==> src/rtl/mem_port_arbiter_pkg.sv <==
// Shared definitions for the RAM port arbiter: address map defaults, FSM state and grant encodings.
package mem_pkg;

  localparam logic [63:0] BASE_ADDR_DEF = 64'h0000_0000_8000_0000;
  localparam logic [63:0] MEM_BYTES_DEF = 64'h0000_0000_0800_0000;

  typedef enum logic [1:0] {
    IDLE   = 2'd0,
    RSP_IF = 2'd1,
    RSP_DM = 2'd2
  } state_t;

  typedef enum logic {
    GNT_IF = 1'b0,
    GNT_DM = 1'b1
  } grant_t;

endpackage

==> src/rtl/mem_port_arbiter_addr_check.sv <==
// Converts a byte address into a BASE-relative 64-bit word index and flags
// out-of-range or misaligned accesses.
module mem_addr_check #(
  parameter logic [63:0] BASE_ADDR  = 64'h0000_0000_8000_0000,
  parameter logic [63:0] MEM_BYTES  = 64'h0000_0000_0800_0000,
  parameter int          ALIGN_BITS = 3
) (
  input  logic [63:0] addr,
  output logic [63:0] idx,
  output logic        err
);

  localparam logic [63:0] LIMIT      = BASE_ADDR + MEM_BYTES;
  localparam logic [63:0] ALIGN_MASK = (64'd1 << ALIGN_BITS) - 64'd1;

  logic [63:0] offset;
  logic        misalign;
  logic        out_of_range;

  // Addresses below BASE wrap to huge offsets; the range check rejects them.
  assign offset       = addr - BASE_ADDR;
  assign idx          = offset >> 3;
  assign misalign     = (addr & ALIGN_MASK) != 64'd0;
  assign out_of_range = (addr < BASE_ADDR) || (addr >= LIMIT);
  assign err          = misalign || out_of_range;

endmodule

==> src/rtl/mem_port_arbiter.sv <==
// Round-robin sharing of the single RAMHelper port between the fetch and data requesters,
// with a registered one-cycle response per accepted request.
//   state  | meaning
//   IDLE   | no response pending
//   RSP_IF | fetch response valid this cycle
//   RSP_DM | data response valid this cycle
module mem_port_arbiter
  import mem_pkg::*;
#(
  parameter logic [63:0] BASE_ADDR = BASE_ADDR_DEF,
  parameter logic [63:0] MEM_BYTES = MEM_BYTES_DEF
) (
  input  logic        clk,
  input  logic        rst_n,
  input  logic        if_req_valid,
  output logic        if_req_ready,
  input  logic [63:0] if_req_addr,
  output logic        if_rsp_valid,
  output logic [31:0] if_rsp_inst,
  output logic        if_rsp_err,
  input  logic        dm_req_valid,
  output logic        dm_req_ready,
  input  logic        dm_req_wen,
  input  logic [63:0] dm_req_addr,
  input  logic [63:0] dm_req_wdata,
  input  logic [63:0] dm_req_wmask,
  output logic        dm_rsp_valid,
  output logic [63:0] dm_rsp_rdata,
  output logic        dm_rsp_err,
  output logic        ram_en,
  output logic [63:0] ram_rIdx,
  input  logic [63:0] ram_rdata,
  output logic [63:0] ram_wIdx,
  output logic [63:0] ram_wdata,
  output logic [63:0] ram_wmask,
  output logic        ram_wen
);

  state_t      state;
  grant_t      last_grant;
  logic [63:0] if_idx;
  logic [63:0] dm_idx;
  logic        if_err;
  logic        dm_err;
  logic        gnt_if;
  logic        gnt_dm;
  logic [31:0] inst_sel;

  mem_addr_check #(
    .BASE_ADDR  (BASE_ADDR),
    .MEM_BYTES  (MEM_BYTES),
    .ALIGN_BITS (2)
  ) u_if_check (
    .addr (if_req_addr),
    .idx  (if_idx),
    .err  (if_err)
  );

  mem_addr_check #(
    .BASE_ADDR  (BASE_ADDR),
    .MEM_BYTES  (MEM_BYTES),
    .ALIGN_BITS (3)
  ) u_dm_check (
    .addr (dm_req_addr),
    .idx  (dm_idx),
    .err  (dm_err)
  );

  // DM wins a tie unless it was the last one granted.
  assign gnt_dm = rst_n && dm_req_valid && (!if_req_valid || (last_grant == GNT_IF));
  assign gnt_if = rst_n && if_req_valid && !gnt_dm;

  assign if_req_ready = gnt_if;
  assign dm_req_ready = gnt_dm;

  assign ram_en    = (gnt_if && !if_err) || (gnt_dm && !dm_err && !dm_req_wen);
  assign ram_rIdx  = gnt_dm ? dm_idx : if_idx;
  assign ram_wen   = gnt_dm && !dm_err && dm_req_wen;
  assign ram_wIdx  = dm_idx;
  assign ram_wdata = dm_req_wdata;
  assign ram_wmask = dm_req_wmask;

  assign inst_sel = if_req_addr[2] ? ram_rdata[63:32] : ram_rdata[31:0];

  assign if_rsp_valid = (state == RSP_IF);
  assign dm_rsp_valid = (state == RSP_DM);

  always_ff @(posedge clk or negedge rst_n) begin
    if (!rst_n) begin
      state        <= IDLE;
      last_grant   <= GNT_IF;
      if_rsp_inst  <= '0;
      if_rsp_err   <= 1'b0;
      dm_rsp_rdata <= '0;
      dm_rsp_err   <= 1'b0;
    end else begin
      if_rsp_inst  <= '0;
      if_rsp_err   <= 1'b0;
      dm_rsp_rdata <= '0;
      dm_rsp_err   <= 1'b0;
      if (gnt_if) begin
        state      <= RSP_IF;
        last_grant <= GNT_IF;
        if_rsp_err <= if_err;
        if (!if_err) if_rsp_inst <= inst_sel;
      end else if (gnt_dm) begin
        state      <= RSP_DM;
        last_grant <= GNT_DM;
        dm_rsp_err <= dm_err;
        if (!dm_err && !dm_req_wen) dm_rsp_rdata <= ram_rdata;
      end else begin
        state <= IDLE;
      end
    end
  end

endmodule

==> config.mk <==
export PLATFORM = sky130hd
export DESIGN_NAME = mem_port_arbiter
export DESIGN_NICKNAME = d
export VERILOG_FILES = /design/src/rtl/mem_port_arbiter_pkg.sv /design/src/rtl/mem_port_arbiter_addr_check.sv /design/src/rtl/mem_port_arbiter.sv
export SDC_FILE = /design/constraint.sdc
export NUM_CORES = 1
export LEC_CHECK = 0
export BUFFER_PORTS_ARGS = -buffer_cell sky130_fd_sc_hd__buf_4
export CAP_MARGIN = 20
export CORE_AREA = 2 2 267 269
export DETAILED_ROUTE_END_ITERATION = 16
export DIE_AREA = 0 0 269 271
export SYNTH_ARGS = -nofsm -noshare
export SYNTH_HDL_FRONTEND = slang
export SYNTH_SLANG_ARGS = --single-unit
export TNS_END_PERCENT = 20
==> constraint.sdc <==
create_clock -name clk -period 7.95 [get_ports clk]
set_input_delay 2.385 -clock clk [delete_from_list [all_inputs] [get_ports clk]]
set_output_delay 2.385 -clock clk [all_outputs]
set_load 0.05 [all_outputs]
Word level (Yosys, flattened, before mapping). Cells that the tools add are included.

Register bits: 101. Bits of input ports: 325. Output and inout port bits: 360. Word-level logic and storage cells: 52.

$add $sub $neg: 2. Order comparisons: 4. Equality and inequality tests: 2. Mux-type cells: 14. Bitwise operators: 1. Reduce and logical (&&, ||, !) cells: 23.

Operators by type and width (count): $mux W64 (3); $ge A64 B32 Y1 const B (2); $lt A64 B32 Y1 const B (2); $reduce_bool A64 Y1 (2); $sub A64 B32 Y64 const B (2); $mux W32 (3); $mux W61 (1); $logic_and A1 B1 Y1 (9); $logic_or A1 B1 Y1 (6); $logic_not A1 Y1 (5); $mux W1 (5); $mux W2 (2); $eq A2 B1 Y1 const B (1); $eq A2 B2 Y1 const B (1); $reduce_bool A2 Y1 (1); $not A1 Y1 (1).

Depth between registers and ports, before layout.
Word-level depth: 8. Depth in mapped cells: 8. Gate-level depth less buffers: 7.

By module. From an unflattened synthesis, not the netlist that was laid out.

Cell total of the unflattened synthesis: 724. Area total of the unflattened synthesis: 7247.0 um2.

By module, submodules not included: mem_port_arbiter (instances 1, cells each 460, area an instance 5331.4 um2, seq. area each 2527.4 um2); mem_addr_check at u_if_check (instances 1, cells each 133, area an instance 985.9 um2, seq. area each 0.0 um2); mem_addr_check at u_dm_check (instances 1, cells each 131, area an instance 929.6 um2, seq. area each 0.0 um2).

Worst setup path after synthesis. No wires, ideal clock.

Kind: in2out. From: in dm_req_addr[31]. To: out ram_rIdx[56]. Arrival: 5.639 ns. Path slack: -0.074 ns. Cell stages on the path: 7. Cells stage by stage: inv_1 -> ha_1 -> or4b_2 -> nor4_2 -> nor4b_1 -> xor2_1 -> mux2_2.

Cells in the longest elaborated chain, start to end: 2.

Ends and longest elaborated chain: start: declaration (RTL line mem_port_arbiter.sv:24) `input logic [63:0] dm_req_addr,`; $sub A64 B32 Y64 (RTL line mem_port_arbiter_addr_check.sv:21) `assign offset = addr - BASE_ADDR;`; via ram_wIdx[56] (RTL line mem_port_arbiter.sv:33) `output logic [63:0] ram_wIdx,`; $mux W61 (RTL line mem_port_arbiter.sv:77) `assign ram_rIdx = gnt_dm ? dm_idx : if_idx;`; end: declaration (RTL line mem_port_arbiter.sv:31) `output logic [63:0] ram_rIdx,`.

The timed path passes the listed nets, and every way through them passes these cells.

Worst setup path in the final report.
From: in dm_req_addr[31]. To: out ram_rIdx[48].

Cells in the longest elaborated chain, start to end: 2.

Ends and longest elaborated chain (RTL line): $sub A64 B32 Y64 (mem_port_arbiter_addr_check.sv:21); $mux W61 (mem_port_arbiter.sv:77).

Every way passes these cells.

==> metrics.cfg <==
[outcome]
outcome = complete, no violations

[critical_path]
required_ns = 5.57
path_class = in2out
cp-start-kind = input port
crit_arrival_ns = 5.10
worstPathMaxFanout = 5
crit_path_end_kind = output pin

[drt]
drtAntennaViolNets = 0
top_layer_used = met5
drt-initial-drc-count = 301
vias_per_cell = 3.26
wl_met1_um = 14400
dr_wl_met3_um = 4740
vias = 6493
wl_um = 39300
first_pass_iters = 4
drc = 0
post_drt_wl_per_cell_um = 19.8
wl_met2_um = 18300

[clock_tree]
cts.path.max_buffers = 2
cts_hold_buffers = 0
cts-root-buf = clkbuf_16
cts_resized = 0
cts_tree = done
cts_buffers = 9
h-tree-depth = 3
clk_latency_ns = 0.37
post_cts_buffers = 0
cts.clk_slew.worst_paths_ns = 0.07
cts_sinks = 101

[synthesis]
netlist_instances = 765
async_reset_ff_frac = 1.00
synth-edff-count = 0
netlist_area_um2 = 7110
synth_cell_types = 45
yosysSeqAreaShare = 0.356
synth_area_leader_cell = dfrtp_1
synth.area.top_cells = dfrtp_1 (36%), buf_4 (17%), and3_1 (5.7%)
postSynthAreaPerCell_um2 = 9.29
synth_most_common_cell = buf_4
synthFlopType = dfrtp_1
synth_top_area_frac = 0.356
ys_seq_elements = 101
synth_common_cells = buf_4 (162), nand2_1 (103), dfrtp_1 (101)
ys_warn_count = 0

[grt]
grt_pass1_wl_um = 51700
grt_overflow_total = 0
grt_max_degree = 66
grtUsageTotal = 0.103
antenna_found_initial = 5
grt_pass1_vias = 6701

[floorplanning]
io_pins = 685
core_area_um2 = 69800
dieArea_um2 = 72900
die_y_um = 271
initial_utilization = 0.102
fp-row-count = 97
die_x_um = 269

[timing]
fin_skew_ns = 0.0145
fmax_ghz = 0.134
rsz0062_at_grt = false
setup_viol = 0
fin_crit_ns = 7.48
tightest_slew_ns = 1.01
hold_viol = 0
slew_headroom = 0.324
fin_setup_tns_ns = 0
maxSlewViolCount = 0
period_share = 0.941
whs_ns = 0.523

[placed_design]
io_buffers = 422
gp_congestion = 0.884
placed_cell_area_um2 = 10300
hpwl_um = 33100

[layout]
finish.net_count = 1366
fin_area_um2 = 10700
final_core_util = 0.153
final_layout_size_suffix_gt1_frac = 0.515
area_delta_synth_final_pct = 50.0

[power]
ir_worst_vdd_v = 0.0000963
leakagePower_nw = 5.31
pwr_density_cell_nw_per_um2 = 140

[min_path]
hp-class = reg2reg

[flow_run]
drv_cap = 0

==> worst paths after layout <==
path,start,end,slack (ns),cells after the start
min in group asynchronous,rst_n,if_rsp_inst[2],2.16,2
max reg2reg,last_grant,if_rsp_inst[0],5.94,4
max,dm_req_addr[31],ram_rIdx[48],0.47,10
min reg2reg,last_grant,last_grant,0.52,1
max in group asynchronous,rst_n,if_rsp_inst[15],4.54,3
min,last_grant,last_grant,0.52,1
==> cells in the final DEF, fill, tap and decap left out, types with 19 or more instances in the layout <==
cell type	instances
nor3_1	23
buf_4	455
mux2i_1	33
and3_1	65
nor4_1	20
mux2_2	21
xor2_1	35
nand2_1	103
nor2_4	30
dfrtp_1	101
nor2_1	19
xnor2_1	21
==> final cells by class <==
type,instances,area [µm²]
fill,7959,59100
timing repair buffer,455,3420
sequential,101,2530
clock buffer,10,239
antenna,5,12.5
inverter,8,30.0
multi-input combinational,464,3190
clock inverter,6,72.6
tap,940,1180
==> critical path, stage by stage <==
cell	delay [ns]
buf_4	0.13
inv_1	0.12
ha_1	0.24
or4b_2	0.71
nor4_2	0.22
buf_4	0.20
nand4b_1	0.13
xnor2_1	0.50
mux2_2	0.27
buf_4	0.19
==> registers in the layout, indices dropped and copies added, names as in the netlist <==
register / count
if_rsp_inst: 32
if_rsp_err: 1
dm_rsp_err: 1
dm_rsp_rdata: 64
last_grant: 1
state: 2
==> metrics by stage <==
stage               power (mW)  worst slack, ns  cells
floorplan                0.986          -0.0657    770
global placement          1.03            0.500   1968
detailed placement        1.03            0.514   1968
CTS                       1.53            0.497   1984
global route              1.57            0.355   1985
finish                    1.50            0.465   1989
==> metal layers <==
metal  vias to the layer above  track usage
li1                       2955            -
met1                      2960        0.110
met2                       496        0.170
met3                        76       0.0491
met4                         6       0.0477
met5                         -      0.00135
==> report_power, final <==
| part | total [mW] | internal [mW] | switching (mW) |
|---|---|---|---|
| clock network | 0.478 | 0.258 | 0.219 |
| logic | 0.502 | 0.170 | 0.332 |
| registers | 0.517 | 0.516 | 0.00166 |
| total | 1.50 | 0.944 | 0.553 |
==> logic make-up after synthesis <==
group / synth area share
simple gates: 0.271
mux: 0.0798
buf+inv: 0.204
xor+xnor: 0.0702
fa+ha+maj: 0.00352
flops: 0.356
other cells: 0.000528
compound gates: 0.0157
(Power assumes the default switching activity.)
